### src/rtl/aes_key_schedule_seq.sv
// Iterative AES-128/192/256 key expansion: one schedule word per clock through a shared
// 4-S-box SubWord unit, with the schedule held in eight word banks behind a registered read port.
module aes_key_schedule_seq #(
  parameter bit SUPPORT_192 = 1'b1,
  parameter bit SUPPORT_256 = 1'b1
) (
  input  logic         clk,
  input  logic         reset,
  input  logic         start,
  input  logic [1:0]   keyMode,
  input  logic [255:0] keyIn,
  output logic         busy,
  output logic         done,
  output logic         keysValid,
  output logic         modeErr,
  output logic [3:0]   numRounds,
  input  logic [3:0]   rkIdx,
  output logic [127:0] roundKey
);

  typedef enum logic [1:0] {IDLE, LOAD, EXPAND, FINISH} stateType;

  localparam logic [2047:0] SBOX_TABLE = {
    128'h637c777bf26b6fc53001672bfed7ab76, 128'hca82c97dfa5947f0add4a2af9ca472c0,
    128'hb7fd9326363ff7cc34a5e5f171d83115, 128'h04c723c31896059a071280e2eb27b275,
    128'h09832c1a1b6e5aa0523bd6b329e32f84, 128'h53d100ed20fcb15b6acbbe394a4c58cf,
    128'hd0efaafb434d338545f9027f503c9fa8, 128'h51a3408f929d38f5bcb6da2110fff3d2,
    128'hcd0c13ec5f974417c4a77e3d645d1973, 128'h60814fdc222a908846eeb814de5e0bdb,
    128'he0323a0a4906245cc2d3ac629195e479, 128'he7c8376d8dd54ea96c56f4ea657aae08,
    128'hba78252e1ca6b4c6e8dd741f4bbd8b8a, 128'h703eb5664803f60e613557b986c11d9e,
    128'he1f8981169d98e949b1e87e9ce5528df, 128'h8ca1890dbfe6426841992d0fb054bb16
  };

  // Byte x lives at bits [2047-8x -: 8], i.e. base index {~x, 3'b111}.
  function automatic logic [7:0] sbox(input logic [7:0] x);
    logic [10:0] base;
    base = {~x, 3'b111};
    return SBOX_TABLE[base -: 8];
  endfunction

  stateType      state;
  logic [255:0]  keyReg;
  logic [2:0]    nkLast;      // Nk-1
  logic [5:0]    lastIdx;     // 4*Nr+3
  logic [5:0]    wIdx;
  logic [2:0]    jPos;
  logic [7:0]    rcon;
  logic [31:0]   win [8];     // win[k] = w[i-1-k]
  logic [31:0]   keyWords [8];
  logic [31:0]   loadWord [8];
  logic [31:0]   bankRd [8];
  logic [31:0]   prevWord, oldWord, sboxIn, subOut, tWord, newWord;
  logic          modeOk;

  assign prevWord = win[0];
  assign oldWord  = win[nkLast];
  assign sboxIn   = (jPos == 3'd0) ? {prevWord[23:0], prevWord[31:24]} : prevWord;
  assign tWord    = (jPos == 3'd0) ? (subOut ^ {rcon, 24'h0}) :
                    (nkLast == 3'd7 && jPos == 3'd4) ? subOut : prevWord;
  assign newWord  = oldWord ^ tWord;
  assign modeOk   = (keyMode == 2'b00) || (keyMode == 2'b01 && SUPPORT_192) ||
                    (keyMode == 2'b10 && SUPPORT_256);

  genvar gi;
  generate
    for (gi = 0; gi < 4; gi++) begin : gSbox
      assign subOut[8*gi +: 8] = sbox(sboxIn[8*gi +: 8]);
    end

    // Word i is stored in bank i[2:0], row i[5:3]; the key words all land in row 0.
    for (gi = 0; gi < 8; gi++) begin : gBank
      logic [31:0] bankMem [8];
      assign keyWords[gi] = keyReg[255-32*gi -: 32];
      assign loadWord[gi] = keyWords[nkLast - 3'(gi)];
      assign bankRd[gi]   = bankMem[rkIdx[3:1]];
      always_ff @(posedge clk) begin
        if (state == LOAD && 3'(gi) <= nkLast)
          bankMem[0] <= keyWords[gi];
        else if (state == EXPAND && wIdx[2:0] == 3'(gi))
          bankMem[wIdx[5:3]] <= newWord;
      end
    end
  endgenerate

  always_ff @(posedge clk) begin
    if (reset) begin
      state     <= IDLE;
      busy      <= 1'b0;
      done      <= 1'b0;
      keysValid <= 1'b0;
      modeErr   <= 1'b0;
      numRounds <= 4'd0;
      roundKey  <= 128'h0;
      rcon      <= 8'h01;
    end else begin
      done    <= 1'b0;
      modeErr <= 1'b0;
      if (keysValid && rkIdx <= numRounds)
        roundKey <= rkIdx[0] ? {bankRd[4], bankRd[5], bankRd[6], bankRd[7]}
                             : {bankRd[0], bankRd[1], bankRd[2], bankRd[3]};
      else
        roundKey <= 128'h0;

      case (state)
        IDLE: begin
          if (start) begin
            if (modeOk) begin
              keyReg    <= keyIn;
              keysValid <= 1'b0;
              busy      <= 1'b1;
              rcon      <= 8'h01;
              state     <= LOAD;
              case (keyMode)
                2'b00:   begin nkLast <= 3'd3; numRounds <= 4'd10; lastIdx <= 6'd43; end
                2'b01:   begin nkLast <= 3'd5; numRounds <= 4'd12; lastIdx <= 6'd51; end
                default: begin nkLast <= 3'd7; numRounds <= 4'd14; lastIdx <= 6'd59; end
              endcase
            end else begin
              modeErr <= 1'b1;
            end
          end
        end
        LOAD: begin
          win   <= loadWord;
          wIdx  <= {3'b000, nkLast} + 6'd1;
          jPos  <= 3'd0;
          state <= EXPAND;
        end
        EXPAND: begin
          win[0] <= newWord;
          for (int k = 1; k < 8; k++) win[k] <= win[k-1];
          wIdx <= wIdx + 6'd1;
          jPos <= (jPos == nkLast) ? 3'd0 : jPos + 3'd1;
          if (jPos == 3'd0)
            rcon <= {rcon[6:0], 1'b0} ^ (rcon[7] ? 8'h1b : 8'h00);
          if (wIdx == lastIdx)
            state <= FINISH;
        end
        FINISH: begin
          done      <= 1'b1;
          busy      <= 1'b0;
          keysValid <= 1'b1;
          state     <= IDLE;
        end
        default: state <= IDLE;
      endcase
    end
  end

endmodule

### config.mk
export PLATFORM = sky130hd
export DESIGN_NAME = aes_key_schedule_seq
export DESIGN_NICKNAME = d
export VERILOG_FILES = /design/src/rtl/aes_key_schedule_seq.sv
export SDC_FILE = /design/constraint.sdc
export NUM_CORES = 2
export LEC_CHECK = 0
export BUFFER_PORTS_ARGS = -buffer_cell sky130_fd_sc_hd__buf_2
export CORE_MARGIN = 10
export CORE_UTILIZATION = 30
export CTS_CLUSTER_DIAMETER = 40
export DETAILED_ROUTE_END_ITERATION = 8
export PLACE_DENSITY = 0.55
export SLEW_MARGIN = 20
export SYNTH_ARGS = -nofsm -noshare
export SYNTH_HDL_FRONTEND = slang
export SYNTH_SLANG_ARGS = --single-unit
### constraint.sdc
create_clock -name clk -period 46.4 [get_ports clk]
set_clock_uncertainty 0.15 [all_clocks]
set_input_delay 4.64 -clock clk [delete_from_list [all_inputs] [get_ports clk]]
set_output_delay 4.64 -clock clk [all_outputs]
set_load 0.02 [all_outputs]
==> impl_summary.md <==
STA
The transition time at the pin with the least slew margin is 1330 ps. The period utilization is 22.3%. The worst pin sits at a relative slew slack of 10.6%. The final hold violation count is 0.

Setup violations remaining at the end of the flow were counted as 0. The max-slew violation count is 0. Setup total negative slack on the finished layout was measured at 0 ps. The worst path needs 10370 ps of the cycle, external delays included. The maximum clock rate is 0.0964 GHz.

Hold is met by 364 ps. Setup repair after global routing left no endpoint under its margin.

Drt
The count of nets left with antenna violations once routing finished came out at 0. Dividing the detail-routed wire length by the instance count gives 35.9 um. The number of remaining DRC errors is 0. The detail-routed via count per cell is 5.85. For this block, the routed nets add up to 496000 um of wire. The pre-antenna-repair detailed-routing pass consisted of 8 iterations.

The via count of the routed design is 80745. After the first detailed-routing iteration, the DRC count stood at 11666.

Clock network
The total CTS buffers is 361. The total of hold buffers inserted after clock tree synthesis is 0. After clock tree synthesis, the repair step resized 0 gates. The clock root buffer master is clkbuf_16.

The clock tree synthesis step divided the H-tree into 5 levels. TritonCTS built the clock tree. The number of buffers on the longest clock path is 4. The total setup buffers inserted after CTS is 0. The clock network latency to the later pin of the worst-skew pair is 940 ps. The clock net sink count is 2716. The clock slew seen by the registers of the worst setup and hold paths is 60 ps.

Power and ir drop
The worst-case IR drop observed on VDD is 0.0346 mV. The overall power is 8.89 mW. The analysis attributes to cell leakage a power of 47.5 nW.

Dividing total power by cell area gives a power density of 60.4 mW/mm^2.

Global route
The number of antenna violations at the first check in global routing is 36. The largest net degree at the start of global routing is 94. The remaining global-route overflow is 0.

Across every metal layer, demand over resource in global routing totals 21.5%. The first global-routing pass estimated 674000 um of wire. The via count of the first global-routing pass is 78502.

Logic synthesis
The most used flip-flop cell after synthesis is edfxtp_1. The post-synthesis cell area is 0.125 mm^2. The number of nets handed over by synthesis was 7883.

The number of different library cells in the post-synthesis netlist is 116. The proportion of synthesized area in mux cells is 19.6%. A synthesized cell averages 16.6 um^2. After synthesis, flip-flops and latches occupy 63.9% of the total area. The simple logic cell fraction of the synthesized area is 4.90%.

Summing the areas of all compound-gate instances in the mapped netlist gives 8.07% of the synthesized area. After Yosys synthesis, full adders, half adders and majority gates account for 0.499% of the synthesized area. Counting flops with an async set or reset pin after synthesis yields a share of 0%. The post-synthesis instance total is 7568. The parity-gate share of the synthesized area counting xor and xnor cells is 0.539%. By area, the combinational part of the netlist is dominated by multiplexers.

Counting flops and latches in the post-synthesis netlist gives 2716. The count of flip-flops with a built-in enable after synthesis is 2571. Yosys printed 0 warnings.

Worst hold path
Counting instances, the worst hold path has a depth of 2. The worst min-delay path startpoint is rcon[3]. The end point of the most critical hold path is rcon[3].

The type of the tightest min-delay check is reg -> reg.

Layout
Relative to the synthesized area, the layout overhead comes to 17.4%. The count of non-filler cells in the finished layout is 13807. The fill cell instance count of the final layout is 38935.

The library cell used most frequently in the layout, excluding fill and tap cells, is edfxtp_1. The final net count is 8310. The library cells used most frequently in the layout, excluding fill and tap cells, are 2571 x edfxtp_1, 936 x mux4_2, 508 x nand2_1, 395 x buf_2, 369 x clkbuf_16. Of the cells placed in the final design, the portion with a size suffix greater than 1 is 32.6%. The final instance area is 0.147 mm^2.

Floorplanning
The total die area is 0.444 mm^2. Row generation in the floorplan step produced 237 rows. After floorplanning, the core was sized to cover 0.417 mm^2. In this run the vertical extent of the chip is 666 um. The initial cell density of the core is 30.1%. The number of primary I/O pins is 401.

The die is 666 um wide.

Setup path
STA classifies the critical path startpoint as an input pin. The capture point of the worst reg-to-reg path is gBank[2].bankMem[7][28]. On the critical path, the stage with the largest delay is an instance of buf_4.

The arrival time at the worst endpoint is 11010 ps. The critical path is of the in -> reg type. Traced cell by cell, the critical path runs through buf_8, buf_4, buf_12, buf_4, buf_4, buf_4, buf_4, mux4_2, mux4_2, nor2b_1. For the worst setup path, the data required time is 47040 ps.

The maximum fanout along the worst path is 93. The critical path's most frequent cell is buf_4. The worst-case register-to-register setup slack is 37410 ps.

The launch instance of the worst register-to-register path is jPos[0]. The category of the worst setup path capture point is a flip-flop. The maximum cell stage delay along the critical path is 830 ps. The depth of the worst register-to-register path is 17.

Place
Summed over all nets, the half-perimeter wirelength after detailed placement is 330000 um. The count of input and output buffers is 399. At the end of routability-driven placement, the weighted congestion stood at 0.966. Once placement finished, the instance area stood at 0.135 mm^2.

After detailed placement, the design holds a cell count of 13128.

Status
The flow ran to the end, and the final reports show no timing, DRC or antenna violations.

Flow run
The number of violations of the max-capacitance limit is 0.
-- cells in the mapped netlist (24+ instances only) --
cell type / count / area, um^2
dfxtp_1: 145 / 2900
mux4_2: 936 / 21100
o21ai_1: 96 / 480
buf_1: 97 / 364
inv_1: 51 / 191
xnor2_1: 26 / 228
nor2b_1: 132 / 826
nor3_1: 87 / 435
a211oi_1: 114 / 856
edfxtp_1: 2571 / 77200
o311ai_0: 42 / 368
buf_6: 32 / 360
a31oi_1: 75 / 469
nand2_1: 512 / 1920
nand2b_1: 24 / 150
a21oi_1: 250 / 1250
ha_1: 50 / 626
o21ai_0: 347 / 1740
nor2_1: 273 / 1020
o211ai_1: 98 / 736
a211o_1: 26 / 228
a311oi_1: 46 / 403
o31ai_1: 27 / 203
buf_2: 134 / 671
o22ai_1: 26 / 163
nand3_1: 117 / 586
a21o_1: 25 / 188
a221oi_1: 41 / 359
clkbuf_1: 354 / 1330
buf_4: 31 / 233
mux2_2: 249 / 2800
o221ai_1: 32 / 280
mux2i_1: 49 / 490
-- cell families (layout without fill, tap and decap cells) --
group,Yosys count,in the layout
AOI/OAI and AO/OA,1488,1488
xor gates and xnor gates,60,60
adders and majority gates,50,50
buffers and inverters,708,1444
DFF,2716,2716
muxes,1243,1243
other,1,7
and+or+nand+nor,1302,1302
-- power by group --
part | switching (mW) | internal [mW] | leakage (nW) | total [mW]
Combinational | 2.05 | 0.847 | 17.0 | 2.90
Clock | 1.13 | 1.72 | 5.97 | 2.85
Sequential | 0.162 | 2.99 | 24.4 | 3.15
Total | 3.34 | 5.56 | 47.5 | 8.89
-- metal layers --
layer  up-vias  wire length, um  share of wire [%]  GRT usage (%)
li1      32126                -                  -              -
met1     42771           188000                 38           27.7
met2      4941           229000                 46           34.2
met3       899            48200                9.7           4.82
met4         8            30200                6.1           10.7
met5         -               56              0.011              0
-- stage by stage --
| stage | setup slack (ps) | utilization [%] |
|---|---|---|
| floorplan | 21470 | - |
| global placement | 34720 | 32.3 |
| detailed placement | 34650 | 32.3 |
| CTS | 35640 | 35.3 |
| global route | 35380 | 35.3 |
| finish | 36030 | 35.3 |
-- how the worst max path moves through the flow --
| stage | startpoint | slack (ps) | cells past startpoint | end |
|---|---|---|---|---|
| after floorplan | reset | 21470 | 2 | keyReg[0] |
| final | rkIdx[1] | 36030 | 10 | roundKey[8] |
| after global placement | rkIdx[1] | 34720 | 10 | roundKey[16] |
| after detailed placement | rkIdx[1] | 34650 | 10 | roundKey[18] |
| after global routing | rkIdx[1] | 35380 | 10 | roundKey[8] |
| after CTS | rkIdx[1] | 35640 | 10 | roundKey[16] |
-- worst max-delay path, delay by kind of cell --
kind / cells / cell delay, ps
buffers and inverters: 7 / 4650
AND/OR/NAND/NOR: 1 / 140
multiplexers: 2 / 1080
-- registers in the layout, summed over array words and instances, names as in the netlist, 2 cells and up --
register and cells:
keyReg 256, numRounds 3, prevWord 32, wIdx 6, win 224, roundKey 128, rcon 8, lastIdx 2
jPos 3, state 2, gBank.bankMem 2048
-- cell type report --
| type | instances | area [um^2] | area share [%] |
|---|---|---|---|
| inverters | 57 | 221 | 0.150 |
| diodes | 6 | 15.0 | 0.0102 |
| multi-input cells | 4144 | 43100 | 29.3 |
| clock buffers | 418 | 9460 | 6.43 |
| clock inverters | 254 | 2960 | 2.01 |
| well taps | 5497 | 6880 | 4.67 |
| repair buffers | 715 | 4440 | 3.01 |
| flip-flops and latches | 2716 | 80100 | 54.4 |
Power figures use the tool's default switching activity.
